File: src/rtl/strip_pkg.sv
// strip_pkg: shared state type and cycle/address helpers for the LED strip drivers
package strip_pkg;

   typedef enum logic [1:0] {S_IDLE, S_PREFETCH, S_SEND, S_LATCH} state_t;

   function automatic int cyc_ns(input int freq_hz, input int ns);
      return (freq_hz / 1000000) * ns / 1000;
   endfunction

   function automatic int cyc_us(input int freq_hz, input int us);
      return (freq_hz / 1000000) * us;
   endfunction

   function automatic int byte_addr(input int ch, input int b, input int max_leds, input int bpl);
      return ch * max_leds * bpl + b;
   endfunction

endpackage

File: src/rtl/strip_bit_encoder.sv
// strip_bit_encoder: one channel's byte shift register and single-wire pulse shaper
module strip_bit_encoder #(
   parameter int CW  = 5,
   parameter int T0H = 1,
   parameter int T1H = 2
) (
   input  logic          clk,
   input  logic          rst,
   input  logic          active,
   input  logic          load,
   input  logic          shift,
   input  logic [CW-1:0] phase,
   input  logic [7:0]    din,
   output logic          q
);

   logic [7:0] sr;
   logic       bit_v;

   // On the load cycle the register is not written yet, so take the MSB straight from din
   assign bit_v = load ? din[7] : sr[7];

   // Byte being sent: loaded at the byte boundary, shifted at the end of every bit
   always_ff @(posedge clk or negedge rst)
      if (!rst) sr <= '0;
      else if (load) sr <= din;
      else if (shift) sr <= {sr[6:0], 1'b0};

   // Output is high while the shared phase is inside this bit's high window
   always_ff @(posedge clk or negedge rst)
      if (!rst) q <= 1'b0;
      else q <= active && (phase < (bit_v ? CW'(T1H) : CW'(T0H)));

endmodule

File: src/rtl/multi_strip_driver.sv
// multi_strip_driver: drives NUM_CHANNELS single-wire LED strips in lockstep from one byte-wide frame memory
module multi_strip_driver
   import strip_pkg::*;
#(
   parameter int INPUT_CLOCK_FREQ = 50000000,
   parameter int NUM_CHANNELS     = 4,
   parameter int MAX_LEDS         = 300,
   parameter int BYTES_PER_LED    = 3,
   parameter int ADDR_WIDTH       = 13,
   parameter int T0H_NS           = 400,
   parameter int T1H_NS           = 800,
   parameter int BIT_NS           = 1250,
   parameter int LATCH_US         = 50
) (
   input  logic                            clk,
   input  logic                            rst,
   input  logic                            start,
   input  logic                            auto_repeat,
   input  logic [$clog2(MAX_LEDS+1)-1:0]   led_count,
   output logic [ADDR_WIDTH-1:0]           mem_addr,
   input  logic [7:0]                      mem_data,
   output logic [NUM_CHANNELS-1:0]         strip_out,
   output logic                            busy,
   output logic                            frame_done
);

   localparam int CYC_T0H   = cyc_ns(INPUT_CLOCK_FREQ, T0H_NS);
   localparam int CYC_T1H   = cyc_ns(INPUT_CLOCK_FREQ, T1H_NS);
   localparam int CYC_BIT   = cyc_ns(INPUT_CLOCK_FREQ, BIT_NS);
   localparam int CYC_LATCH = cyc_us(INPUT_CLOCK_FREQ, LATCH_US);
   localparam int LCW       = $clog2(MAX_LEDS + 1);
   localparam int BW        = $clog2(MAX_LEDS * BYTES_PER_LED + 1);
   localparam int CNT_MAX   = CYC_LATCH > CYC_BIT ? CYC_LATCH : CYC_BIT;
   localparam int CW        = $clog2(CNT_MAX + 1);
   localparam int CHW       = NUM_CHANNELS > 1 ? $clog2(NUM_CHANNELS) : 1;

   if (!(CYC_T0H >= 1 && CYC_T1H > CYC_T0H && CYC_BIT > CYC_T1H && NUM_CHANNELS + 1 <= 8 * CYC_BIT)) begin : g_bad_params
      $error("multi_strip_driver: bit timing does not fit the clock frequency or channel count");
   end

   state_t          state, next_state;
   logic [LCW-1:0]  lc_clamp;
   logic [BW-1:0]   nb_in, nbytes, bc, fbyte;
   logic [CW-1:0]   cnt;
   logic [2:0]      bi;
   logic            fon, cap_v, ph_end, load, done, sample, last_ch;
   logic [CHW-1:0]  fch, cap_ch;
   logic [7:0]      pre   [NUM_CHANNELS];
   logic [7:0]      pre_d [NUM_CHANNELS];

   assign lc_clamp   = (led_count > LCW'(MAX_LEDS)) ? LCW'(MAX_LEDS) : led_count;
   assign nb_in      = BW'(lc_clamp) * BW'(BYTES_PER_LED);
   assign ph_end     = state == S_SEND && cnt == CW'(CYC_BIT - 1);
   assign load       = state == S_SEND && cnt == '0 && bi == 3'd7;
   assign done       = state == S_LATCH && cnt == CW'(CYC_LATCH - 1);
   assign sample     = (state == S_IDLE && start) || (done && auto_repeat);
   assign last_ch    = fch == CHW'(NUM_CHANNELS - 1);
   assign busy       = state != S_IDLE;
   assign frame_done = done;
   assign mem_addr   = ADDR_WIDTH'(byte_addr(int'(fch), int'(fbyte), MAX_LEDS, BYTES_PER_LED));

   // State register
   always_ff @(posedge clk or negedge rst)
      if (!rst) state <= S_IDLE;
      else state <= next_state;

   // Next-state logic; a zero-length frame goes straight to the latch gap
   always_comb begin
      next_state = state;
      case (state)
         S_IDLE:     if (start) next_state = nb_in == '0 ? S_LATCH : S_PREFETCH;
         S_PREFETCH: if (last_ch) next_state = S_SEND;
         S_SEND:     if (ph_end && bi == 3'd0 && bc == nbytes - BW'(1)) next_state = S_LATCH;
         S_LATCH:    if (done) next_state = !auto_repeat ? S_IDLE : (nb_in == '0 ? S_LATCH : S_PREFETCH);
         default:    next_state = S_IDLE;
      endcase
   end

   // Shared counter (bit phase in SEND, latch time in LATCH), bit index and byte index
   always_ff @(posedge clk or negedge rst)
      if (!rst) begin
         cnt <= '0;
         bi  <= 3'd7;
         bc  <= '0;
      end else begin
         cnt <= ((state == S_SEND && !ph_end) || (state == S_LATCH && !done)) ? cnt + CW'(1) : '0;
         bi  <= state != S_SEND ? 3'd7 : (ph_end ? bi - 3'd1 : bi);
         bc  <= state != S_SEND ? '0 : ((ph_end && bi == 3'd0) ? bc + BW'(1) : bc);
      end

   // Frame length in bytes, captured on every (re)start
   always_ff @(posedge clk or negedge rst)
      if (!rst) nbytes <= '0;
      else if (sample) nbytes <= nb_in;

   // Fetch sequencer: one read per channel for byte 0 at frame start, then the next byte at each byte boundary
   always_ff @(posedge clk or negedge rst)
      if (!rst) begin
         fon    <= 1'b0;
         fch    <= '0;
         fbyte  <= '0;
         cap_v  <= 1'b0;
         cap_ch <= '0;
      end else begin
         cap_v  <= fon;
         cap_ch <= fch;
         if (sample && nb_in != '0) begin
            fon   <= 1'b1;
            fch   <= '0;
            fbyte <= '0;
         end else if (load && bc + BW'(1) < nbytes) begin
            fon   <= 1'b1;
            fch   <= '0;
            fbyte <= bc + BW'(1);
         end else if (fon) begin
            fon <= !last_ch;
            fch <= last_ch ? '0 : fch + CHW'(1);
         end
      end

   // Capture returning read data into the addressed channel's prefetch register
   always_ff @(posedge clk or negedge rst)
      if (!rst) begin
         for (int i = 0; i < NUM_CHANNELS; i++) pre[i] <= '0;
      end else begin
         for (int i = 0; i < NUM_CHANNELS; i++) if (cap_v && cap_ch == CHW'(i)) pre[i] <= mem_data;
      end

   // Bypass so the last channel's first byte can be loaded in the cycle it arrives
   always_comb
      for (int i = 0; i < NUM_CHANNELS; i++) pre_d[i] = (cap_v && cap_ch == CHW'(i)) ? mem_data : pre[i];

   for (genvar g = 0; g < NUM_CHANNELS; g++) begin : g_ch
      strip_bit_encoder #(.CW(CW), .T0H(CYC_T0H), .T1H(CYC_T1H)) u_enc (
         .clk    (clk),
         .rst    (rst),
         .active (state == S_SEND),
         .load   (load),
         .shift  (ph_end),
         .phase  (cnt),
         .din    (pre_d[g]),
         .q      (strip_out[g])
      );
   end

endmodule

File: config.mk
export PLATFORM = sky130hd
export DESIGN_NAME = multi_strip_driver
export DESIGN_NICKNAME = d
export VERILOG_FILES = /design/src/rtl/strip_pkg.sv /design/src/rtl/strip_bit_encoder.sv /design/src/rtl/multi_strip_driver.sv
export SDC_FILE = /design/constraint.sdc
export NUM_CORES = 1
export LEC_CHECK = 0
export CAP_MARGIN = 40
export CORE_MARGIN = 1
export CORE_UTILIZATION = 50
export DETAILED_ROUTE_END_ITERATION = 16
export GPL_ROUTABILITY_DRIVEN = 0
export PLACE_DENSITY = 0.69
export SYNTH_ARGS = -nofsm -noshare
export SYNTH_HDL_FRONTEND = slang
export SYNTH_SLANG_ARGS = --single-unit
File: constraint.sdc
create_clock -name clk -period 5.45 [get_ports clk]
set_clock_uncertainty 0.2 [all_clocks]
set_input_delay 1.09 -clock clk [delete_from_list [all_inputs] [get_ports clk]]
set_output_delay 1.09 -clock clk [all_outputs]
set_load 0.01 [all_outputs]
Word level (Yosys, flattened, before mapping)
Index checks and enable logic that the tools add are counted.
{"block": "word_totals", "register_bits": 121, "latch_bits": 0, "ramBits": 0, "romBits": 0, "in_bits": 21, "out_inout_bits": 19, "wordCells": 133, "memories": 0}
{"block": "classes", "n_addsub": 6, "multipliers": 3, "n_div": 0, "magnitude_cmp": 6, "eq_ne": 16, "shifts": 0, "mux": 42, "bitwise": 0, "reduce_logical": 38}
{"operator": "8-bit two-way mux", "count": 12}
{"operator": "12-bit < comparator", "count": 4}
{"operator": "10-bit two-way mux", "count": 4}
{"operator": "6-bit two-way mux", "count": 4}
{"operator": "1-bit logical AND", "count": 20}
{"operator": "2-bit two-way mux", "count": 10}
{"operator": "13-bit by 10-bit adder with 13-bit output", "count": 1}
{"operator": "12-bit by 1-bit adder with 12-bit output, second input constant", "count": 1}
{"operator": "12-bit equality test, second input constant", "count": 1}
{"operator": "12-bit by 6-bit equality test with 1-bit output, second input constant", "count": 1}
{"operator": "12-bit logical NOT", "count": 1}
{"operator": "12-bit two-way mux", "count": 1}
{"operator": "9-bit by 2-bit multiplier with 11-bit output, second input constant", "count": 1}
{"operator": "10-bit by 1-bit adder with 10-bit output, second input constant", "count": 1}
{"operator": "10-bit equality test", "count": 1}
{"operator": "2-bit equality test, second input constant", "count": 5}
{"operator": "10-bit logical NOT", "count": 1}
{"operator": "10-bit < comparator", "count": 1}
{"operator": "9-bit by 2-bit multiplier with 10-bit output, second input constant", "count": 1}
{"operator": "2-bit inequality test, second input constant", "count": 5}
{"operator": "10-bit nonzero test", "count": 1}
{"operator": "2-bit nonzero test", "count": 5}
{"operator": "10-bit by 1-bit subtractor with 10-bit output, second input constant", "count": 1}
{"operator": "9-bit > comparator, second input constant", "count": 1}
{"operator": "other kinds (15)", "count": 27}

Longest topological paths before layout
Gate-level depths: netlist of run 1.
{"block": "logic_depth", "ltp_word": 8, "mapped_depth": 14, "ltp_nobuf": 13}

Modules after synthesis
From an unflattened synthesis of run 1, not the netlist that was laid out.
{"block": "unflattened", "hier_cells": 715, "area_unflattened_um2": 7120.6}
{"module": "multi_strip_driver", "instances": 1, "cells_per_inst": 527, "area_each_um2": 5173.7, "seq_area_each_um2": 2130.8}
{"module": "strip_bit_encoder", "instances": 4, "cells_per_inst": 47, "area_each_um2": 486.7, "seq_area_each_um2": 225.2}

Worst setup path after synthesis of run 1
No wires, ideal clock.
{"block": "synth_timing", "path_type": "input port to flip-flop", "start": "in led_count[1]", "end": "reg fon", "setup_time_ps": 131, "arrival_time_ps": 4161, "required_ps": 5119, "path_slack_ps": 958, "cell_stages": 13, "n_path_buf": 0, "path_cell_list": "o211a_1 o21ai_0 a21boi_0 nand2b_1 inv_1 ha_1 fa_1 a211oi_1 o21bai_1 a211o_1 a2111oi_4 a31oi_4 or3_1"}
{"block": "synth_via", "elab_chain_len": 6}
{"element": "start, declared", "line": "multi_strip_driver.sv:19", "source": "input logic [$clog2(MAX_LEDS+1)-1:0] led_count,"}
{"element": "9-bit > comparator", "line": "multi_strip_driver.sv:51", "source": "assign lc_clamp = (led_count > LCW'(MAX_LEDS)) ? LCW'(MAX_LEDS) : led_count;"}
{"element": "9-bit two-way mux *", "line": "multi_strip_driver.sv:51"}
{"element": "9-bit by 2-bit multiplier with 10-bit output *", "line": "multi_strip_driver.sv:52", "source": "assign nb_in = BW'(lc_clamp) * BW'(BYTES_PER_LED);"}
{"element": "10-bit nonzero test *", "line": "multi_strip_driver.sv:107", "source": "if (sample && nb_in != '0) begin"}
{"element": "1-bit logical AND *", "line": "multi_strip_driver.sv:107"}
{"element": "1-bit two-way mux *", "line": "multi_strip_driver.sv:107"}
{"element": "end signal, assigned", "line": "multi_strip_driver.sv:116", "source": "fon <= !last_ch;"}
{"element": "end, declared", "line": "multi_strip_driver.sv:46", "source": "logic fon, cap_v, ph_end, load, done, sample, last_ch;"}
Every way passes the cells marked *; elsewhere a longest branch is shown, timed or not.
A chain may end at the register's enable or synchronous reset.

Worst setup path in the final report of run 1
{"block": "layout_timing", "start": "in led_count[1]", "end": "reg fbyte[3]"}
{"block": "layout_via", "elab_chain_len": 6, "word_cells_on_any_way": 7, "classes_between": "1 x mul; 1 x order compare; 2 x mux; 3 x reduce/logical"}
{"element": "9-bit > comparator *", "line": "multi_strip_driver.sv:51"}
{"element": "9-bit two-way mux *", "line": "multi_strip_driver.sv:51"}
{"element": "via lc_clamp[0]", "line": "multi_strip_driver.sv:42", "source": "logic [LCW-1:0] lc_clamp;"}
{"element": "9-bit by 2-bit multiplier with 10-bit output *", "line": "multi_strip_driver.sv:52"}
{"element": "10-bit nonzero test *", "line": "multi_strip_driver.sv:107"}
{"element": "1-bit logical AND *", "line": "multi_strip_driver.sv:107"}
{"element": "10-bit two-way mux / 2-bit nonzero test (equally long branches)"}
{"element": "end signal, assigned", "line": "multi_strip_driver.sv:114", "source": "fbyte <= bc + BW'(1);"}
{"element": "end, declared", "line": "multi_strip_driver.sv:43", "source": "logic [BW-1:0] nb_in, nbytes, bc, fbyte;"}
The timed path passes the listed nets; every way through them passes the cells marked *.

==> results of run 1 <==
## per-stage QoR
step,util (%),hold WS [ns]
6_report,59.63,0.2582
2_1_floorplan,-,0.2073
3_3_place_gp,54.99,0.2362
5_1_grt,59.63,0.2712
4_1_cts,59.63,0.2518
3_5_place_dp,55.19,0.2403
## kinds of logic (layout without fill, tap and decap cells)
group | Yosys count | count (layout) | share of synthesized area (%)
and+or+nand+nor | 199 | 199 | 14.44
AOI/OAI and AO/OA | 159 | 159 | 16.41
DFF | 121 | 121 | 42.67
buffers and inverters | 77 | 123 | 4.685
adders and majority gates | 55 | 55 | 9.898
muxes | 43 | 43 | 6.657
xor gates and xnor gates | 42 | 42 | 5.178
other | 1 | 2 | 0.05278
## state kept, by name, indices dropped and copies added (netlist names)
register,count
nbytes,10
bi,3
fon,1
state,2
fbyte,10
fch,2
cnt,12
g_ch.u_enc.q,4
cap_v,1
g_ch.u_enc.sr,32
cap_ch,2
pre,32
bc,10
## metal layers
metal  vias to the layer above  part of all wire, %
met1                      2635                   45
met3                        17                  2.8
met2                        77                   51
met5                         -                    0
li1                       2566                    -
met4                         0                  1.3
## cell usage in the layout (no fill, tap or decap), types with 10 or more instances in the layout
master and n:
nand3_1 21, xnor2_1 23, ha_1 53, nand2_1 38, inv_1 44, a22o_1 18, nor3_1 14, a21o_1 19
clkdlybuf4s50_1 38, nor2b_1 11, dfrtp_1 118, o21ai_0 18, clkbuf_16 17, xor2_1 19, nor2_1 61, mux2_2 29
o22ai_1 10, o21ai_1 10, a21oi_1 28
## worst max-delay path by stage
stage / endpoint / from / slack (ns)
after global placement: fon / led_count[1] / 0.21
after floorplan: fon / led_count[1] / 0.96
final: fbyte[3] / led_count[1] / 0.47
after detailed placement: fbyte[3] / led_count[1] / 0.09
after global routing: fbyte[3] / led_count[0] / 0.11
after CTS: fon / led_count[1] / 0.51
## report_power, final
group          total [mW]  leakage (nW)  switching (mW)  internal [mW]
registers           0.912          1.50         0.00356          0.909
logic               0.132          2.11          0.0769         0.0552
clock network        1.17         0.289           0.398          0.775
## worst reg2reg max path, cell delays in order (launching register included)
cell and delay, ns:
dfrtp_1 0.47, ha_1 0.22, nand3_1 0.15, nor2_1 0.25, nand3_1 0.13, xnor2_1 0.20
ha_1 0.28, a21o_1 0.18, a21oi_1 0.17, nand2_1 0.13, nor2_1 0.69, a211oi_2 0.17
## final cells by class
type / count / area [sq um] / area share [%]
Tap cell: 180 / 225.2 / 2.721
Multi-Input combinational cell: 500 / 3744 / 45.23
Sequential cell: 121 / 3032 / 36.63
Clock inverter: 10 / 168.9 / 2.041
Clock buffer: 20 / 446.7 / 5.397
Timing Repair Buffer: 49 / 495.5 / 5.986
Inverter: 44 / 165.2 / 1.995
==> flow_summary.toml, run 1 <==
[floorplanning]
die_width_um = 121.2
initial_utilization_pct = 51.18
num_rows = 43
die_y_um = 121.2
num_io_pins = 40
design.core.area_sq_um = 13880
design.die.area_sq_um = 14690

[synthesis]
synthFlopType = "dfrtp_1"
yosysSeqAreaShare_pct = 42.67
number_of_distinct_standard_cells_referenced_by_the_synthesized_netlist = 66
synth_enable_flop_cells = 0
netlist.area_leader.share_pct = 41.56
async_flop_share_pct = 100.0
yosys_register_bits = 121
post_synth_instance_area_sq_um = 7104
synth.avg_cell_area_sq_um = 10.19
synth_top_area_cell = "dfrtp_1"
synth_area_leaders = "dfrtp_1 42%, ha_1 9.3%, mux2_2 4.6%, nor2_1 3.2%, xnor2_1 2.8%"
synth_common_cells = "118 x dfrtp_1, 61 x nor2_1, 53 x ha_1, 44 x inv_1, 38 x nand2_1"
ys.warnings.count = 0
syn_inst = 697
post-synth-top-count-cell = "dfrtp_1"

[global_route]
groute.layer.met1.usage_pct = 28.91
grt.overflow.total = 0
grt_use_total_pct = 22.96
grt_max_degree = 71
antenna_found_initial = 0
use_met2_pct = 38.54
busiest_layer = "met2"
first_pass_grt_wire_length_um = 26130
grt_use_met3_pct = 5.075
number_of_global_route_vias_before_repair = 5387

[worst_setup_path]
crit_path_required_time_ns = 5.57
endpoint_of_the_worst_register_to_register_path = "fbyte[0]"
worst-r2r-setup-slack_ns = 2.04
crit-reg2reg-launch = "bc[0]"
cp_slowest_stage_delay_ns = 0.47
endpoint_kind = "register"
cp_cell_sequence = "clkdlybuf4s50_1, o211a_1, o21ai_0, a21boi_0, nand2b_1, inv_1, ha_1, fa_1, a211oi_1, o21bai_1, a211o_1, a2111oi_4, a31oi_4, buf_12, o31ai_1"
reg2regPathDepth = 11
cp_slowest_cell = "clkdlybuf4s50_1"
cp_top_family = "compound AO/OA/AOI/OAI gates"
crit_arrival_ns = 5.10
worstPathMaxFanout = 10
worst-setup-path-type = "input port to register"
critical_path.n_buffers_inverters = 3
worst-path-stages = 15
worst_setup_path_start_kind = "input port"

[layout]
stdcell_area_sq_um = 8277
final_cells = 924
layout-area-overhead-vs-synth_pct = 16.50
layout-drive-gt1-share_pct = 12.77
final_nets = 809
fill_cell_count = 1188
total_inserted_antenna_cells = 0

[clock_tree]
cts_tree = "done"
clock_sinks = 121
ctsHtreeMaxLevel = 4
cts_root_buf = "clkbuf_16"
clk_transition_reported_paths_ns = 0.05
hold_buffers = 0
post_cts_resize_count = 0
post_cts_setup_buffer_count = 0
cts-root-to-sink-buffers = 2
clk_latency_ns = 0.41
clock_buffers_created_by_tritoncts = 17

[run_status]
status = "completed"

[timing]
setup_tns_ns = 0
fmax_mhz = 200.8
grt_setup_unrepaired = "no"
report.final.hold_viol_count = 0
final_worst_path_cycle_share_pct = 91.40
slew_violations = 0
relSlewSlack_pct = 39.92
timing.final.ws_setup_ns = 0.4688
post-route-min-period_ns = 4.981
worstMarginPinSlew_ns = 0.8973
setup_viol = 0

[placement]
cell_area_reported_after_detailed_placement_sq_um = 7661
dp_worst_setup_slack_ns = 0.08966
dp.cells = 894
hpwl_um = 10870
port_buffers = 39

[routing]
drt_pass1_iterations = 5
dr_total_vias = 5295
route.antenna.remaining_nets = 0
wl_per_cell_um = 16.48
drt_iter0_drc = 344
post-route-drc-count = 0
totalWireLength_um = 15230
vias_per_cell = 5.731

[hold_path]
min_to = "cap_v"
worst_hold_startpoint = "fon"
hold_path.class = "register to register"
hold_path_depth = 0

[power_and_ir_drop]
power_density_nw_per_um2 = 267.9
finalPower_mw = 2.217
peak_supply_drop_v = 0.0001943
power.leakage_nw = 3.898

[flow_run]
maxCapViolations = 0
(Power assumes the default switching activity.)
==> inputs of run 2 (changes only) <==
- CORE_MARGIN: 1 -> not set
- CORE_UTILIZATION: 50 -> 47
- PLACE_DENSITY: 0.69 -> 0.65
==> run 2 against run 1 <==
Against the previous run: core utilization down 3.5 points; the flow now finishes with violations (design-rule violations); flip-flop and latch count unchanged; highest routed layer unchanged; sequential share of layout area up 0.25 points; largest cell class unchanged; cell area down 0.67%.
==> flow_summary.toml, run 2 (synthesized netlist as in run 1, its figures left out) <==
[layout]
layout-drive-gt1-share_pct = 13.14
layout.cells.most_common = "dfrtp_1"
mostFrequentLayoutCells = "118 x dfrtp_1, 61 x nor2_1, 53 x ha_1"
top_regs = "g_ch.u_enc.sr (32), pre (32), cnt (12)"
layout-area-overhead-vs-synth_pct = 15.73
final_nets = 809
total_inserted_antenna_cells = 0
fill_cell_count = 1275

[placement]
hpwl_um = 10570
port_buffers = 39
dp_worst_setup_slack_ns = 0.07791

[clock_tree]
cts_root_buf = "clkbuf_16"
post_cts_resize_count = 0
cts-root-to-sink-buffers = 2
clk_transition_reported_paths_ns = 0.06
ctsHtreeMaxLevel = 4
cts_tree = "done"
hold_buffers = 0
clock_sinks = 121
clock_buffers_created_by_tritoncts = 17
clk_latency_ns = 0.42
post_cts_setup_buffer_count = 0

[global_route]
number_of_global_route_vias_before_repair = 5240
antenna_found_initial = 0
grt_max_degree = 43
first_pass_grt_wire_length_um = 25020
grt_use_total_pct = 20.09
grt.overflow.total = 0

[run_status]
failed_checks = "design-rule violations"
status = "complete, but fails checks"

[timing]
slew_violations = 0
timing.final.ws_setup_ns = 0.5092
fmax_mhz = 202.4
grt_setup_unrepaired = "no"
setup_tns_ns = 0
report.final.hold_viol_count = 0
post-route-min-period_ns = 4.941
worstMarginPinSlew_ns = 0.9102
relSlewSlack_pct = 39.10
holdWs_ns = 0.2570
final_worst_path_cycle_share_pct = 90.66
setup_viol = 0

[worst_setup_path]
crit_path_end = "fon"
worstPathMaxFanout = 6
crit_arrival_ns = 5.03
endpoint_kind = "register"
endpoint_of_the_worst_register_to_register_path = "fbyte[9]"
critical_path.startpoint = "led_count[1]"
worst-r2r-setup-slack_ns = 1.98
crit_path_required_time_ns = 5.54
worst-setup-path-type = "input port to register"
worst_setup_path_start_kind = "input port"
reg2regPathDepth = 11
crit-reg2reg-launch = "bc[0]"

[floorplanning]
num_rows = 44
initial_utilization_pct = 48.51
num_io_pins = 40
design.die.area_sq_um = 15610
design.core.area_sq_um = 14640
die_y_um = 124.9
die_width_um = 124.9

[routing]
post-route-drc-count = 3
drt_iter0_drc = 279
wl_per_cell_um = 15.86
drt_pass1_iterations = 10
dr_total_vias = 5254
vias_per_cell = 5.649
totalWireLength_um = 14750
route.antenna.remaining_nets = 0

[flow_run]
maxCapViolations = 0

[hold_path]
hold_path.class = "register to register"
worst_hold_startpoint = "fon"

[power_and_ir_drop]
peak_supply_drop_v = 0.0002169
power_density_nw_per_um2 = 256.3
power.leakage_nw = 3.876
finalPower_mw = 2.108
run 2: changes by cell type in the layout (fill, tap and decap cells not counted), sizes merged:
| cell | delta |
|---|---|
| bufinv | -3 |
| clkbuf | -1 |
| clkinv | +5 |
| inv | +1 |
run 2: how the worst min path moves through the flow:
| stage | end | slack [ns] | depth (start not counted) |
|---|---|---|---|
| global placement | cap_v | 0.24 | 0 |
| floorplan | cap_v | 0.21 | 0 |
| CTS | cap_v | 0.26 | 0 |
| finish | cap_v | 0.26 | 0 |
| detailed placement | cap_v | 0.24 | 0 |
| global route | cap_v | 0.27 | 0 |
run 2: power breakdown:
part           internal [mW]  leakage, nW  switching (mW)  total [mW]
Combinational         0.0542         2.11          0.0762       0.130
Sequential             0.908         1.50         0.00332       0.912
Clock                  0.641        0.270           0.425        1.07
run 2: stage by stage:
step	utilization [%]	instances	instance area, sq um
CTS	56.14	930	8222
global placement	52.16	897	7639
detailed placement	52.30	898	7659
finish	56.14	930	8222
global route	56.14	930	8222
floorplan	-	698	7108
run 2: worst max-delay path: stages:
cell and delay, ns:
clkdlybuf4s50_1 0.49, o211a_1 0.17, o21ai_0 0.07, a21boi_0 0.40
nand2b_1 0.22, inv_1 0.06, ha_1 0.23, fa_1 0.41
a211oi_1 0.37, o21bai_1 0.13, a211o_1 0.35, a2111oi_4 0.47
a31oi_4 0.19, or3_1 0.39
run 2: cell type report:
type | count | area (sq um) | share of cell area, %
inverter | 44 | 165.2 | 2.009
clock inverter | 13 | 120.1 | 1.461
clock buffer | 19 | 442.9 | 5.387
timing repair buffer | 49 | 488.0 | 5.935
sequential | 121 | 3032 | 36.87
tap | 184 | 230.2 | 2.800
multi-input combinational | 500 | 3744 | 45.53
run 2: metal layers:
layer | GRT usage, % | part of all wire, % | vias up
met4 | 7.891 | 1.5 | 0
met2 | 33.87 | 49 | 77
met1 | 25.26 | 47 | 2604
met5 | 0 | 0 | -
met3 | 4.365 | 3.3 | 18
li1 | - | - | 2555
==> inputs of run 3 (changes only) <==
- CELL_PAD_IN_SITES_DETAIL_PLACEMENT: not set -> 1
- CELL_PAD_IN_SITES_GLOBAL_PLACEMENT: not set -> 1
- CORE_UTILIZATION: 47 -> 52
- CTS_CLUSTER_DIAMETER: not set -> 80
- PLACE_DENSITY: 0.65 -> not set
- PLACE_DENSITY_LB_ADDON: not set -> 0.1
==> run 3 against run 2 <==
Against the previous run: the run now ends clean; flip-flop and latch count unchanged; sequential power about the same; worst setup slack lost 0.14 ns; clock-buffer cell count is the same; sequential share of layout area shrank 0.22 points; first-iteration DRC count down 20%; core utilization is 6.1 points higher; wire length is 19% higher; clock power rose by 8%; hold slack better by 0.017 ns.
==> flow_summary.toml, run 3 (synthesized netlist as in run 1, its figures left out) <==
[global_route]
antenna_found_initial = 0
grt_max_degree = 49
number_of_global_route_vias_before_repair = 5935
first_pass_grt_wire_length_um = 29860
grt.overflow.total = 0
grt_use_total_pct = 27.01

[layout]
layout-drive-gt1-share_pct = 13.50
final_nets = 811
mostFrequentLayoutCells = "118 x dfrtp_1, 61 x nor2_1, 53 x ha_1"
finish.utilization_pct = 62.22
total_inserted_antenna_cells = 0
top_regs = "g_ch.u_enc.sr (32), pre (32), cnt (12)"
layout-area-overhead-vs-synth_pct = 16.43
final_cells = 924
layout.cells.most_common = "dfrtp_1"
fill_cell_count = 1441

[hold_path]
hold_path.class = "register to register"

[power_and_ir_drop]
power_switching_uw = 513.9
comb_power_share_pct = 6.2
power.leakage_nw = 3.900
power_density_nw_per_um2 = 267.5
peak_supply_drop_v = 0.0002041
seq_power_share_pct = 41.2
power_frac_clock_pct = 52.6
power.internal_mw = 1.698
power.share.switching_pct = 23.23

[routing]
wl_per_cell_um = 19.01
post-route-drc-count = 0
drt_pass1_iterations = 4
totalWireLength_um = 17560
route.antenna.remaining_nets = 0
drt_iter0_drc = 222
dr_total_vias = 5447
vias_per_cell = 5.895

[clock_tree]
post_cts_resize_count = 0
post_cts_setup_buffer_count = 0
clk_latency_ns = 0.42
clk_transition_reported_paths_ns = 0.06
hold_buffers = 0
ctsHtreeMaxLevel = 4
clock_buffers_created_by_tritoncts = 17
cts_root_buf = "clkbuf_16"
cts-root-to-sink-buffers = 2
clock_sinks = 121
cts_tree = "done"

[flow_run]
maxCapViolations = 0

[worst_setup_path]
crit_path_end = "fbyte[3]"
worst-path-stages = 15
cp_top_family = "compound AO/OA/AOI/OAI gates"
worst-setup-path-type = "input port to register"
crit_path_required_time_ns = 5.57
worst-r2r-setup-slack_ns = 1.90
crit_arrival_ns = 5.20
worstPathMaxFanout = 12
endpoint_kind = "register"
cp_slowest_cell = "clkdlybuf4s50_1"
cp_cell_sequence = "clkdlybuf4s50_1, o211a_1, o21ai_0, a21boi_0, nand2b_1, inv_1, ha_1, fa_1, a211oi_1, o21bai_1, a211o_1, a2111oi_4, a31oi_4, buf_4, o31ai_1"
worst_setup_path_start_kind = "input port"
reg2regPathDepth = 11
critical_path.startpoint = "led_count[1]"
critical_path.n_buffers_inverters = 3
endpoint_of_the_worst_register_to_register_path = "fbyte[1]"
crit-reg2reg-launch = "bc[0]"
cp_slowest_stage_delay_ns = 0.50

[timing]
grt_setup_unrepaired = "no"
slew_violations = 0
final_worst_path_cycle_share_pct = 93.16
setup_tns_ns = 0
holdWs_ns = 0.2739
worstMarginPinSlew_ns = 0.8397
setup_viol = 0
post-route-min-period_ns = 5.077
report.final.hold_viol_count = 0
fmax_mhz = 197.0
relSlewSlack_pct = 43.82
timing.final.ws_setup_ns = 0.3728

[run_status]
status = "completed"

[floorplanning]
die_width_um = 118.9
design.die.area_sq_um = 14130
initial_utilization_pct = 53.43
design.core.area_sq_um = 13300
die_y_um = 118.9
num_io_pins = 40
num_rows = 42

[placement]
dp.cells = 892
port_buffers = 39
dp_worst_setup_slack_ns = -0.008288
hpwl_um = 12370
-- run 3: final cells by class --
cell class                 instances  area, sq um  area share [%]
inverter                          44        165.2           1.997
clock buffer                      19        442.9           5.355
multi-input combinational        500         3749           45.32
sequential                       121         3032           36.65
timing repair buffer              51        494.2           5.975
tap                              176        220.2           2.662
clock inverter                    13        168.9           2.042
-- run 3: worst min-delay path by stage --
stage | from | end | slack, ns | depth (start not counted)
after floorplan | fon | cap_v | 0.21 | 0
after global placement | fon | cap_v | 0.25 | 0
after detailed placement | fon | cap_v | 0.26 | 0
after CTS | fon | cap_v | 0.27 | 0
after global routing | g_ch[2].u_enc.sr[2] | g_ch[2].u_enc.sr[2] | 0.29 | 1
final | fon | cap_v | 0.27 | 0
-- run 3: metal layers --
layer	share of wire (%)	GRT usage [%]
met4	2.2	10.44
met5	0	0
met1	44	32.89
met2	52	47.40
met3	2.2	4.885
-- run 3: stage by stage --
| stage | cell area (sq um) | total power [mW] |
|---|---|---|
| after floorplan | 7108 | 1.001 |
| after detailed placement | 7660 | 1.064 |
| final | 8272 | 2.212 |
| after global routing | 8272 | 2.282 |
| after global placement | 7614 | 1.053 |
| after CTS | 8272 | 2.231 |
-- run 3: power by group through the flow --
stage	clock, mW	combinational (mW)	sequential, mW
2_1_floorplan	0	0.0752	0.926
3_3_place_gp	0	0.126	0.927
3_5_place_dp	0	0.136	0.928
4_1_cts	1.18	0.138	0.912
5_1_grt	1.22	0.153	0.912
6_report	1.16	0.136	0.912
